**config.mk**
```make
export PLATFORM = sky130hd
export DESIGN_NAME = bsg_xor_checksum
export DESIGN_NICKNAME = d
export VERILOG_FILES = /design/src/rtl/bsg_xor_checksum.sv
export SDC_FILE = /design/constraint.sdc
export NUM_CORES = 1
export LEC_CHECK = 0
export ABC_AREA = 1
export CAP_MARGIN = 0
export CORE_MARGIN = 5
export CORE_UTILIZATION = 39
export CTS_BUF_LIST = sky130_fd_sc_hd__clkbuf_16
export DETAILED_ROUTE_END_ITERATION = 8
export PLACE_DENSITY = 0.7
export SKIP_LAST_GASP = 1
export SYNTH_ARGS = -nofsm -noshare
export SYNTH_HDL_FRONTEND = slang
export SYNTH_HIERARCHICAL = 1
export SYNTH_SLANG_ARGS = --single-unit
```
**constraint.sdc**
```tcl
create_clock -name clk_i -period 3.19 [get_ports clk_i]
set_clock_uncertainty 0.2 [all_clocks]
set_input_delay 0.638 -clock clk_i [delete_from_list [all_inputs] [get_ports clk_i]]
set_output_delay 0.638 -clock clk_i [all_outputs]
set_load 0.005 [all_outputs]
```
**src/rtl/bsg_xor_checksum.sv**
```systemverilog
// Streaming XOR checksum: lanes of each beat are XOR-reduced and folded across a packet.
// Optional beat counter output count_o is enabled by defining BSG_XOR_CHECKSUM_COUNT_EN.

module bsg_xor #(
  parameter int width_p  = 1,
  parameter int harden_p = 0
) (
  input  logic [width_p-1:0] a_i,
  input  logic [width_p-1:0] b_i,
  output logic [width_p-1:0] o
);
  // A hardened macro would be dropped in here; both flavours are functionally identical.
  if (harden_p != 0) begin : g_hard
    assign o = a_i ^ b_i;
  end else begin : g_soft
    assign o = a_i ^ b_i;
  end
endmodule

module bsg_xor_checksum #(
  parameter int width_p  = 8,
  parameter int els_p    = 1,
  parameter int harden_p = 0
) (
  input  logic                       clk_i,
  input  logic                       reset_i,
  input  logic                       v_i,
  input  logic [width_p*els_p-1:0]   data_i,
  input  logic                       last_i,
  output logic                       ready_o,
  output logic                       v_o,
  output logic [width_p-1:0]         data_o,
  input  logic                       yumi_i
`ifdef BSG_XOR_CHECKSUM_COUNT_EN
  ,output logic [15:0]               count_o
`endif
);

  typedef enum logic {ACCUM, HOLD} state_e;

  state_e             state_reg;
  logic [width_p-1:0] acc_reg;
  logic [width_p-1:0] data_reg;
  logic               first_reg;
  logic               v_reg;
  logic [width_p-1:0] red;
  logic [width_p-1:0] nacc;
  logic               accept;
  logic [width_p-1:0] lane_x [els_p];

  // Lane reduction as a chain: lane_x[k] holds XOR of lanes 0..k.
  assign lane_x[0] = data_i[width_p-1:0];

  genvar gi;
  generate
    for (gi = 1; gi < els_p; gi++) begin : g_lane
      bsg_xor #(.width_p(width_p), .harden_p(harden_p)) lane_xor (
        .a_i (lane_x[gi-1]),
        .b_i (data_i[gi*width_p +: width_p]),
        .o   (lane_x[gi])
      );
    end
  endgenerate

  assign red     = lane_x[els_p-1];
  assign ready_o = (state_reg == ACCUM) | yumi_i;
  assign accept  = v_i & ready_o;
  // In HOLD acc is 0 and first is 1, so a beat accepted alongside yumi starts a fresh packet.
  assign nacc    = first_reg ? red : (acc_reg ^ red);
  assign v_o     = v_reg;
  assign data_o  = data_reg;

  always_ff @(posedge clk_i or posedge reset_i) begin
    if (reset_i) begin
      state_reg <= ACCUM;
      acc_reg   <= '0;
      data_reg  <= '0;
      first_reg <= 1'b1;
      v_reg     <= 1'b0;
    end else if (accept) begin
      if (last_i) begin
        data_reg  <= nacc;
        acc_reg   <= '0;
        first_reg <= 1'b1;
        state_reg <= HOLD;
        v_reg     <= 1'b1;
      end else begin
        acc_reg   <= nacc;
        first_reg <= 1'b0;
        state_reg <= ACCUM;
        v_reg     <= 1'b0;
      end
    end else if (state_reg == HOLD && yumi_i) begin
      state_reg <= ACCUM;
      v_reg     <= 1'b0;
    end
  end

`ifdef BSG_XOR_CHECKSUM_COUNT_EN
  logic [15:0] cnt_reg;
  logic [15:0] count_reg;
  logic [15:0] cnt_next;

  assign cnt_next = first_reg ? 16'd1
                  : ((cnt_reg == 16'hFFFF) ? cnt_reg : cnt_reg + 16'd1);
  assign count_o  = count_reg;

  always_ff @(posedge clk_i or posedge reset_i) begin
    if (reset_i) begin
      cnt_reg   <= '0;
      count_reg <= '0;
    end else if (accept) begin
      if (last_i) begin
        count_reg <= cnt_next;
        cnt_reg   <= '0;
      end else begin
        cnt_reg   <= cnt_next;
      end
    end
  end
`endif

`ifndef SYNTHESIS
  assert property (@(posedge clk_i) disable iff (reset_i) !(yumi_i && !v_o));
  assert property (@(posedge clk_i) (width_p >= 1) && (els_p >= 1));
`endif

endmodule

```
==> flow_summary.ini <==
[status]
outcome = finished clean

[critical_path]
critPathLaunchType = input pin
cp.required_ps = 2350
endpoint_kind = output port
arrival_ps = 1740
path_buf_inv = 3
path_max_fanout = 5
path_delay_family = buffers and inverters
r2r_slack_ps = 1920
crit_path_max_incr_delay_ps = 510
cpMostUsedCell = clkdlybuf4s50_1
critical_path_class = input pin to output port
worstPathCellList = clkdlybuf4s50_1 -> inv_1 -> nand2_4 -> clkdlybuf4s50_1
cp_slowest_cell = clkdlybuf4s50_1

[final_layout]
layout_common_cells = nand2_1 (44), clkdlybuf4s50_1 (22), dfrtp_1 (17)
syn2layout_area_growth_pct = 36.8
layout.cells.non_filler = 154
final.fill_count = 190
drive_above_1_share_pct = 6.30
nets = 141
seqCellArea_um2 = 452
n_antenna_cell = 0
multi_input_area_um2 = 324
final_common_cell = nand2_1

[logic_synthesis]
synth-simple-area-share_pct = 28.9
yosys-mux-area-fraction_pct = 0
syn_area_per_cell_um2 = 8.19
synthesis.nets = 116
synth_compound_area_share_pct = 9.50
synth_xor_area_share_pct = 0
synth_cell_types = 12
yosys_register_bits = 18
yosysSeqAreaShare_pct = 53.6
syn-instance-count = 103
synth_top_family_by_area = simple AND/OR/NAND/NOR gates
synthAdderAreaFrac_pct = 0
synth_area_um2 = 843
ys_warn_count = 6

[clock_network]
ctsResizeCount = 0
cts_tree = yes
postCtsSetupBuffers = 0
postCtsHoldBufs = 0
cts_root_buf = clkbuf_16
h-tree-depth = 1
clock-sinks = 18
cts_buffer_depth = 2
clkTransAtPathRegs_ps = 50
clk_latency_ps = 250
cts_buffers = 3

[global_routing]
overflow = 0
grt_max_degree = 19
grt_first_pass_wirelength_um = 3200
antenna_found_initial = 0
track_usage_pct = 12.9
grt_pass1_vias = 725

[floorplanning]
ios = 23
rows = 16
initial_utilization_pct = 42.1
die-area_um2 = 3190
core_area_um2 = 2000
die_y_um = 56.5
die_w_um = 56.5

[power_and_ir_drop]
leakagePower_uw = 0.000575
power_density_nw_per_um2 = 594
irDropWorstVdd_uv = 274
power_uw = 685

[placement]
portBuffers = 22
gp_congestion = 0.735
place_inst = 150
dp_slack_ps = 605
dpl.hpwl_um = 1290

[timing]
drv_slew = 0
fin_hold_ws_ps = 274
rsz0062_at_grt = no
fin_ws_ps = 612
finalHoldViolations = 0
timing.setup.tns_ps = 0
slew_headroom_pct = 55.3
finalCritPeriodShare_pct = 80.8
fmaxAchievable_mhz = 388
worst_pin_slew_ps = 670
min_period_ps = 2580
finalSetupViolCount = 0

[drt]
ant_nets = 0
drc = 0
first_pass_iters = 3
vias = 718
viasPerCell = 4.66
routedWlPerCell_um = 11.7
routed_wl_um = 1800
drt_iter0_drc = 6

[min_path]
min_path_type = flop to flop

[flow_run]
max_cap_viol_count = 0
==> through the flow <==
step | area (um2) | utilization, %
floorplan | 843 | -
global placement | 1070 | 53.7
detailed placement | 1070 | 53.7
CTS | 1150 | 57.6
global route | 1150 | 57.6
finish | 1150 | 57.6
==> worst paths after layout <==
path	startpoint	endpoint	cells after the start
max reg2reg	first_reg	acc_reg[5]	5
max	yumi_i	ready_o	4
min in group asynchronous	reset_i	acc_reg[1]	2
min reg2reg	first_reg	first_reg	2
min	first_reg	first_reg	2
max in group asynchronous	reset_i	state_reg	2
==> cell type report <==
| cell class | count | share of cell area (%) |
|---|---|---|
| Tap cell | 27 | 2.93 |
| Clock buffer | 3 | 6.51 |
| Inverter | 12 | 3.90 |
| Clock inverter | 1 | 0.325 |
| Timing Repair Buffer | 22 | 19.1 |
| Multi-Input combinational cell | 71 | 28.1 |
| Sequential cell | 18 | 39.2 |
==> cells by family after synthesis <==
kind of cell | after synthesis
AO/OA/AOI/OAI | 16
buffers and inverters | 14
flip-flops | 18
AND/OR/NAND/NOR | 55
==> routing by layer <==
layer / part of all wire [%] / vias up / GRT usage (%)
met5: 0 / - / 0
met4: 2.9 / 0 / 9.49
met3: 4.2 / 5 / 2.75
met2: 47 / 15 / 20.5
met1: 46 / 326 / 15.2
li1: - / 372 / -
==> worst register-to-register path: stages (launching register included) <==
cell and delay (ps):
dfstp_2 530, inv_2 120, nand2_1 90, nand2_1 60, nand2_1 70, o21ai_0 70
==> cell usage after synthesis (all sizes together) <==
library cell | number | area [um2]
nand3 | 10 | 67.6
buf | 2 | 22.5
nand2 | 45 | 176
dfstp | 1 | 26.3
o21ai | 16 | 80.1
inv | 12 | 45.0
dfrtp | 17 | 425
==> power by group <==
group	total [uW]	leakage, uW	switching [uW]	internal [uW]
clock network	252	0.0000385	85.3	167
registers	290	0.000225	23.8	267
logic	143	0.000311	65.8	76.8
Power figures use the tool's default switching activity.
